$ cat config.mk
export PLATFORM = sky130hd
export DESIGN_NAME = spi_count_slave
export DESIGN_NICKNAME = d
export VERILOG_FILES = /design/src/rtl/spi_count_pkg.sv /design/src/rtl/spi_in_sync.sv /design/src/rtl/spi_count_slave.sv
export SDC_FILE = /design/constraint.sdc
export NUM_CORES = 1
export LEC_CHECK = 0
export ABC_AREA = 1
export BUFFER_PORTS_ARGS = -buffer_cell sky130_fd_sc_hd__buf_2
export CAP_MARGIN = 0
export CORE_ASPECT_RATIO = 0.9
export CORE_MARGIN = 2
export CORE_UTILIZATION = 51
export CTS_CLUSTER_DIAMETER = 80
export CTS_CLUSTER_SIZE = 10
export DETAILED_ROUTE_END_ITERATION = 16
export GPL_TIMING_DRIVEN = 1
export PLACE_DENSITY = 0.78
export SYNTH_ARGS = -nofsm -noshare
export SYNTH_HDL_FRONTEND = slang
export SYNTH_SLANG_ARGS = --single-unit
$ cat constraint.sdc
create_clock -name clk -period 2.8 [get_ports clk]
set_clock_uncertainty 0.1 [all_clocks]
set_input_delay 0 -clock clk [delete_from_list [all_inputs] [get_ports clk]]
set_output_delay 0 -clock clk [all_outputs]
set_load 0.02 [all_outputs]
$ cat src/rtl/spi_count_pkg.sv
// ---------------------------------------------------------------------------
// spi_count_pkg
// Shared definitions for the SPI count-frame slave.
// Frame layout, MSB first on the wire: {run_mode, 1'b0, count[13:0]}.
// No ports. Provides the protocol constants, the FSM state type and the
// frame-legality check used by the receiver.
// ---------------------------------------------------------------------------
package spi_count_pkg;

    localparam int FRAME_W     = 16;
    localparam int DATA_W      = 14;
    localparam int MAX_COUNT   = 9999;
    localparam int SYNC_STAGES = 2;

    // Frame field positions.
    localparam int MODE_BIT = 15;
    localparam int RSVD_BIT = 14;

    // Bit counter must hold 0..FRAME_W inclusive.
    localparam int                CNT_W      = $clog2(FRAME_W + 1);
    localparam logic [CNT_W-1:0]  FRAME_BITS = CNT_W'(FRAME_W);

    typedef enum logic [1:0] {
        IDLE,
        SHIFT,
        CHECK
    } state_e;

    // A frame is legal when the reserved bit is clear and the count field is
    // within the display range. Unsigned compare on the count field only.
    function automatic logic frame_ok(input logic [FRAME_W-1:0] frame);
        return !frame[RSVD_BIT] && (frame[DATA_W-1:0] <= DATA_W'(MAX_COUNT));
    endfunction

endpackage

$ cat src/rtl/spi_in_sync.sv
// ---------------------------------------------------------------------------
// spi_in_sync
// Brings one asynchronous SPI control line into the clk domain and flags its
// edges. Edges are taken from the last two synchronized samples, so a pin
// edge is reported STAGES+1 clocks after it occurs.
// Ports:
//   clk     in  system clock
//   rst     in  synchronous reset, active-high
//   async_i in  asynchronous input line
//   rise_o  out 1-clk pulse on a synchronized 0->1 transition
//   fall_o  out 1-clk pulse on a synchronized 1->0 transition
// ---------------------------------------------------------------------------
module spi_in_sync
    import spi_count_pkg::*;
#(
    parameter int STAGES = SYNC_STAGES
) (
    input  logic clk,
    input  logic rst,
    input  logic async_i,
    output logic rise_o,
    output logic fall_o
);

    logic [STAGES-1:0] sync_q;
    logic              prev_q;

    // The chain resets low: after a reset taken while the line is already low
    // no falling edge is reported, so a frame in flight is not re-entered.
    // NOTE: sequential state is assigned with <= so every flop samples the
    // pre-edge value of its neighbour; = here would collapse the chain.
    always_ff @(posedge clk) begin
        if (rst) begin
            sync_q <= '0;
            prev_q <= 1'b0;
        end else begin
            sync_q <= {sync_q[STAGES-2:0], async_i};
            prev_q <= sync_q[STAGES-1];
        end
    end

    assign rise_o =  sync_q[STAGES-1] & ~prev_q;
    assign fall_o = ~sync_q[STAGES-1] &  prev_q;

endmodule

$ cat src/rtl/spi_count_slave.sv
// ---------------------------------------------------------------------------
// spi_count_slave
// SPI mode-0 slave, MSB first, receiving 16-bit count frames for the FND
// display datapath. Legal frames update o_count/o_mode with an o_valid
// pulse; illegal or short frames pulse o_err. MISO echoes the previously
// accepted frame so the master can verify the link.
// Ports:
//   clk      in   system clock (100 MHz)
//   rst      in   synchronous reset, active-high
//   sclk     in   SPI clock, CPOL=0 (async)
//   mosi     in   SPI data in (async)
//   ss_n     in   slave select, active-low (async)
//   miso     out  SPI data out, 0 when not shifting
//   o_count  out  last accepted count (0..9999)
//   o_mode   out  last accepted run_mode bit
//   o_valid  out  1-clk pulse when o_count/o_mode update
//   o_err    out  1-clk pulse on a rejected frame
// Requires f_sclk <= f_clk/8.
// ---------------------------------------------------------------------------
module spi_count_slave
    import spi_count_pkg::*;
(
    input  logic              clk,
    input  logic              rst,
    input  logic              sclk,
    input  logic              mosi,
    input  logic              ss_n,
    output logic              miso,
    output logic [DATA_W-1:0] o_count,
    output logic              o_mode,
    output logic              o_valid,
    output logic              o_err
);

    // ------------------------------------------------------------------
    // Input synchronization
    // ------------------------------------------------------------------
    logic sclk_rise;
    logic sclk_fall;
    logic ss_rise;
    logic ss_fall;

    spi_in_sync #(.STAGES(SYNC_STAGES)) u_sync_sclk (
        .clk    (clk),
        .rst    (rst),
        .async_i(sclk),
        .rise_o (sclk_rise),
        .fall_o (sclk_fall)
    );

    spi_in_sync #(.STAGES(SYNC_STAGES)) u_sync_ss (
        .clk    (clk),
        .rst    (rst),
        .async_i(ss_n),
        .rise_o (ss_rise),
        .fall_o (ss_fall)
    );

    // mosi only needs a level, delayed by the same depth as sclk so that the
    // sample taken on a detected rise is the bit the master presented.
    logic [SYNC_STAGES-1:0] mosi_q;
    logic                   mosi_s;

    always_ff @(posedge clk) begin
        if (rst) begin
            mosi_q <= '0;
        end else begin
            mosi_q <= {mosi_q[SYNC_STAGES-2:0], mosi};
        end
    end

    assign mosi_s = mosi_q[SYNC_STAGES-1];

    // ------------------------------------------------------------------
    // FSM and datapath registers
    // ------------------------------------------------------------------
    state_e               state_q,   state_d;
    logic [FRAME_W-1:0]   rx_q,      rx_d;
    logic [FRAME_W-1:0]   tx_q,      tx_d;
    logic [CNT_W-1:0]     bit_cnt_q, bit_cnt_d;
    logic [DATA_W-1:0]    count_q,   count_d;
    logic                 mode_q,    mode_d;
    logic                 valid_q,   valid_d;
    logic                 err_q,     err_d;

    always_ff @(posedge clk) begin
        if (rst) begin
            state_q   <= IDLE;
            rx_q      <= '0;
            tx_q      <= '0;
            bit_cnt_q <= '0;
            count_q   <= '0;
            mode_q    <= 1'b0;
            valid_q   <= 1'b0;
            err_q     <= 1'b0;
        end else begin
            state_q   <= state_d;
            rx_q      <= rx_d;
            tx_q      <= tx_d;
            bit_cnt_q <= bit_cnt_d;
            count_q   <= count_d;
            mode_q    <= mode_d;
            valid_q   <= valid_d;
            err_q     <= err_d;
        end
    end

    always_comb begin
        // NOTE: every signal gets a default before the case so that no path
        // leaves one unassigned, which would otherwise infer a latch.
        state_d   = state_q;
        rx_d      = rx_q;
        tx_d      = tx_q;
        bit_cnt_d = bit_cnt_q;
        count_d   = count_q;
        mode_d    = mode_q;
        valid_d   = 1'b0;
        err_d     = 1'b0;

        unique case (state_q)
            IDLE: begin
                // Only a fresh select edge arms the slave; sclk activity
                // while deselected never reaches SHIFT.
                if (ss_fall) begin
                    tx_d      = {mode_q, 1'b0, count_q};
                    rx_d      = '0;
                    bit_cnt_d = '0;
                    state_d   = SHIFT;
                end
            end

            SHIFT: begin
                // SHIFT is entered on a synced fall, so the first cycle the
                // synced select reads high is exactly its rising edge.
                // Deselect wins over a coincident sclk edge.
                if (ss_rise) begin
                    state_d = CHECK;
                end else begin
                    if (sclk_rise && (bit_cnt_q < FRAME_BITS)) begin
                        rx_d      = {rx_q[FRAME_W-2:0], mosi_s};
                        bit_cnt_d = bit_cnt_q + CNT_W'(1);
                    end
                    // Zero fill: after the 16th shift miso stays low.
                    if (sclk_fall) begin
                        tx_d = {tx_q[FRAME_W-2:0], 1'b0};
                    end
                end
            end

            CHECK: begin
                state_d = IDLE;
                if ((bit_cnt_q == FRAME_BITS) && frame_ok(rx_q)) begin
                    count_d = rx_q[DATA_W-1:0];
                    mode_d  = rx_q[MODE_BIT];
                    valid_d = 1'b1;
                end else begin
                    err_d   = 1'b1;
                end
            end

            default: begin
                state_d = IDLE;
            end
        endcase
    end

    // ------------------------------------------------------------------
    // Outputs
    // ------------------------------------------------------------------
    assign miso    = (state_q == SHIFT) ? tx_q[FRAME_W-1] : 1'b0;
    assign o_count = count_q;
    assign o_mode  = mode_q;
    assign o_valid = valid_q;
    assign o_err   = err_q;

endmodule

; ---- Word-level counts from Yosys, hierarchy flattened
; Index checks and enable logic that the tools add are counted.
[word_totals]
register_bits = 64
in_bits = 5
word_cells = 62
[op_classes]
addsub = 1
n_lt_le_gt_ge = 2
eq_ne = 8
muxes = 18
bitwise = 9
reduce_logical = 11
[op_table]
columns = cell, count
row1 = 16-bit 2-to-1 mux, 6
row2 = 16-bit case mux with 2 select lines, 2
row3 = 5-bit 2-to-1 mux, 3
row4 = "14-bit <= comparator, second input constant", 1
row5 = "2-bit inequality test, second input constant", 5
row6 = 5-bit case mux with 2 select lines, 1
row7 = 4-bit AND reduction, 2
row8 = "5-bit by 1-bit adder with 5-bit output, second input constant", 1
row9 = "5-bit == test, second input constant", 1
row10 = "5-bit < comparator, second input constant", 1
row11 = 1-bit inverter, 5
row12 = 1-bit AND, 4
row13 = 2-bit 2-to-1 mux, 2
row14 = 2-bit case mux with 2 select lines, 1
row15 = 2-bit AND reduction, 2
row16 = 1-bit logical AND, 3
row17 = 1-bit 2-to-1 mux, 3
row18 = "2-bit by 1-bit == test with 1-bit output, second input constant", 1
row19 = "2-bit == test, second input constant", 1
row20 = 2-bit logical NOT, 1
row21 = 2-bit nonzero test, 1
row22 = 2-bit OR reduction, 1
row23 = 1-bit logical NOT, 1

; ---- Longest topological paths before layout
[logic_depth]
depth_word = 6
depth_mapped = 11

; ---- Hierarchy
; Synthesis repeated with hierarchy kept, for this count alone.
[unflattened]
hier_cells = 403
area_unflattened_um2 = 2856.5
[modules_own_cells]
columns = module, instances, cells_per_inst, area_each_um2
row1 = spi_count_slave, 1, 379, 2668.8
row2 = spi_in_sync, 2, 12, 93.8

; ---- Worst setup path before layout
; OpenSTA, ideal clock, no wires.
[synth_path]
path_type = reg-to-reg
startpoint = reg bit_cnt_q[1]
endpoint = reg count_q[10], in the netlist o_count[10]
setup_ns = 0.110
arrival_time_ns = 1.223
t_required_ns = 2.590
setup_slack_ns = 1.367
path_stages_with_launch = 9
path_buffers = 1
synth_period_minus_slack_ns = 1.433
cell_sequence = dfxtp_1 > inv_1 > ha_1 > nand3_1 > nor2_4 > buf_2 > nand4_1 > nand2_1 > nor2_1
[synth_between]
elab_chain_len = 3
[synth_rtl]
columns = item, line
row1 = from (decl), spi_count_slave.sv:80  ; logic [CNT_W-1:0] bit_cnt_q, bit_cnt_d;
row2 = from (signal assigned), spi_count_slave.sv:100  ; bit_cnt_q <= bit_cnt_d;
row3 = 5-bit == test, spi_count_slave.sv:152  ; if ((bit_cnt_q == FRAME_BITS) && frame_ok(rx_q)) begin
row4 = 1-bit logical AND, spi_count_slave.sv:152
row5 = 2-bit AND reduction (no line), --
row6 = to (signal assigned), spi_count_slave.sv:101  ; count_q <= count_d;
row7 = to (decl), spi_count_slave.sv:81  ; logic [DATA_W-1:0] count_q, count_d;
; Every way passes these cells.
; A chain may end at the register's enable or synchronous reset.

; ---- Worst setup path after layout
[layout_path]
startpoint = reg state_q[1]
endpoint = reg rx_q[13]
[layout_between]
elab_chain_len = 3
[layout_rtl]
columns = item, line
row1 = from (decl), spi_count_slave.sv:77  ; state_e state_q, state_d;
row2 = from (signal assigned), spi_count_slave.sv:97  ; state_q <= state_d;
row3 = 2-bit by 1-bit == test with 1-bit output / 2-bit logical NOT (equally long branches), spi_count_slave.sv:120  ; unique case (state_q)
row4 = 2-bit inequality test (no line) / 2-bit nonzero test (equally long branches), --
row5 = 4-bit AND reduction (no line), --
row6 = to (signal assigned), spi_count_slave.sv:98  ; rx_q <= rx_d;
row7 = to (decl), spi_count_slave.sv:78  ; logic [FRAME_W-1:0] rx_q, rx_d;
; Parallel ways exist; a longest one is shown, timed or not.

==> run_results.csv <==
group,metric,value,unit
critical_path,start_kind,"register",
job,cap_viol_max_count,0,
synthesis,synth_largest_area_cell,"dfxtp_1",
detailed_routing,wire_per_inst,11.7,um
synthesis,syn_avg_cell_area,7.42,um2
placed_design,postPlaceCellArea,0.00290,mm2
cells_and_area,drive_gt1_share,14.2,%
synthesis,netlist_top_cells_area,"dfxtp_1 (46%), nand2_1 (10%), inv_1 (8.8%)",
power_and_ir_drop,sequentialPowerShare,54.3,%
synthesis,synth-seq-cells,64,
synthesis,synthCells,378,
cells_and_area,areaGrowthSynthToFinish,12.0,%
cells_and_area,stdcell_area,0.00314,mm2
timing,hold_viol,0,
synthesis,synth.net_count,385,
critical_path,cp_top_family,"simple AND/OR/NAND/NOR gates",
clocking,numCtsBuffers,9,
power_and_ir_drop,p_leak,1.31,nW
synthesis,ys_types,27,
cells_and_area,final_cell_mix,"nand2_1 (78), inv_1 (66), dfxtp_1 (64)",
critical_path,regToRegEndpoint,"rx_q[13]",
clocking,cts_tree,"yes",
synthesis,yosys_warnings,0,
critical_path,endpoint,"rx_q[13]",
detailed_routing,vias,2367,
critical_path,cp.required,2960,ps
placed_design,numPortBuffers,22,
power_and_ir_drop,switching_share,24.8,%
timing,fin_setup_tns,0,ps
critical_path,r2r_setup_slack,910,ps
clocking,clk_pin_slew,70,ps
critical_path,crit_fanout,28,
power_and_ir_drop,switchingPower,0.440,mW
timing,timing.hold.ws,301,ps
timing,period_share,67.6,%
cells_and_area,multi_input_area,0.00116,mm2
timing,slew_headroom,50.3,%
detailed_routing,drt-vias-per-instance,4.98,
global_route,grt_max_degree,29,
die,ios,23,
timing,setup_viol,0,
cells_and_area,final_nets,410,
detailed_routing,drt_iter0_markers,164,
timing,fin_crit,1890,ps
critical_path,cp_slowest_cell,"dfxtp_1",
global_route,grt_pass1_vias,2072,
critical_path,reg2regPathDepth,8,
critical_path,worst_setup_path_end_kind,"register",
cells_and_area,n_antenna_cell,0,
cells_and_area,fillers,489,
critical_path,path_class,"reg2reg",
critical_path,worst-path-buf-inv,2,
power_and_ir_drop,p_int,1.33,mW
clocking,clock-root-buffer,"clkbuf_8",
clocking,clock_path_buffers,2,
global_route,grt.overflow.total,0,
clocking,clkLatencyLatePin,340,ps
critical_path,cp_cell_sequence,"inv_1 > nand2_4 > clkinv_4 > nand2_4 > nand2_4 > nand2_4 > nand2_2 > a22oi_1",
die,initial_core_util,53.1,%
detailed_routing,ant_nets,0,
die,fp.coreArea,0.00529,mm2
cells_and_area,mostFrequentLayoutCell,"nand2_1",
die,die_h,74.4,um
global_route,grt_pass1_wl,9070,um
detailed_routing,drtPass1Iterations,5,
power_and_ir_drop,power_density,565,mW/mm2
placed_design,hpwl,3700,um
global_route,grt_usage,19.8,%
detailed_routing,wl,5570,um
critical_path,crit_arrival,2050,ps
die,rows,25,
clocking,cts_sinks,64,
cells_and_area,ff_latch_area,0.00128,mm2
synthesis,netlist_area,0.00281,mm2
timing,worstMarginPinSlew,745,ps
clocking,ctsResizeCount,0,
critical_path,r2r_start,"state_q[1]",
power_and_ir_drop,p_comb_share,7.2,%
outcome,status,"finished clean",
synthesis,synth_top_area_share,45.7,%
clocking,htreeDepth,3,
hold_path,min_path_type,"reg2reg",
critical_path,crit_start,"state_q[1]",
placed_design,gp_congestion,0.809,
die,die-width,82.2,um
power_and_ir_drop,irDropWorstVdd,0.000299,V
power_and_ir_drop,p_clk_share,38.5,%
die,die_area,0.00611,mm2
timing,drv_slew,0,
timing,max_clock_freq,528,MHz
global_route,antenna_found_initial,0,
critical_path,max_stage_delay,330,ps
critical_path,cpMostUsedCell,"nand2_4",
timing,rsz0062_at_grt,"false",
critical_path,crit_cells,8,
synthesis,ys_seq_area_share,45.7,%
detailed_routing,drc_errors,0,
## worst min path at each step
stage	start	end	slack, ps	cells after the start
final	mosi_q[0]	mosi_q[1]	300	2
after global routing	u_sync_sclk.sync_q[0]	u_sync_sclk.sync_q[1]	320	2
after CTS	mosi_q[0]	mosi_q[1]	300	2
after detailed placement	mosi	mosi_q[0]	110	3
after global placement	ss_n	u_sync_ss.sync_q[0]	100	3
after floorplan	rst	state_q[0]	-30	1
## power by group through the flow
stage / clock (mW) / sequential (mW) / combinational (mW)
final: 0.683 / 0.964 / 0.127
after global routing: 0.729 / 0.967 / 0.144
after CTS: 0.693 / 0.963 / 0.128
after detailed placement: 0 / 0.984 / 0.120
after global placement: 0 / 0.982 / 0.116
after floorplan: 0 / 0.978 / 0.103
## cell families after synthesis
| logic type | share of synthesized area [%] |
|---|---|
| AND/OR/NAND/NOR | 27.3 |
| buffers and inverters | 12.9 |
| flip-flops | 45.7 |
| AO/OA/AOI/OAI | 13.2 |
| adder cells (fa/ha/maj) | 0.892 |
## final cells by class
cell class / count / area share (%)
flip-flops and latches: 64 / 40.8
multi-input cells: 230 / 37.0
inverters: 68 / 8.29
repair buffers: 30 / 5.98
clock buffers: 13 / 4.74
well taps: 67 / 2.67
clock inverters: 3 / 0.558
## registers in the layout (all words and copies together), names as in the netlist, 2 cells and up
signal / flops
o_count: 14
rx_q: 16
u_sync_ss.sync_q: 2
tx_q: 16
bit_cnt_q: 5
mosi_q: 2
state_q: 2
u_sync_sclk.sync_q: 2
## stage by stage
step                utilization [%]  std cells  total power [mW]  setup slack, ps
global route                   59.4        475              1.84              735
floorplan                         -        378              1.08             1370
global placement               54.9        452              1.10             1000
finish                         59.4        475              1.77              908
CTS                            59.4        475              1.78              898
detailed placement             54.9        452              1.10              926
## per-layer routing
layer	track usage, %	wire (um)
met1	24.9	2570
met2	31.2	2590
met3	6.92	300
met4	8.15	113
met5	0	0
## synthesized netlist by cell type
master	count
nand4_1	15
inv_1	66
nor2_1	59
nand3_4	1
a22oi_1	6
nor2_2	2
or2_0	1
nand2_4	5
nand3b_1	1
nor3_1	1
buf_4	1
buf_1	2
nand3_1	7
nor2_4	1
a21oi_1	9
inv_2	1
dfxtp_1	64
buf_6	4
clkbuf_1	2
clkinv_4	1
ha_1	2
a22oi_2	10
nand2_1	78
o21ai_0	30
nand2_2	1
buf_2	7
o21ai_1	1
## worst min-delay path, stage by stage (launching register included)
cell,delay (ps)
dfxtp_1,300
inv_1,40
nor2_1,30
## timing repair
item,in CTS,in global routing
hold buffers,7,0
setup buffers,0,0
endpoints found under the setup margin,0,0
hold endpoints to repair,13,0
No activity file was read; power rests on OpenSTA's default activity.
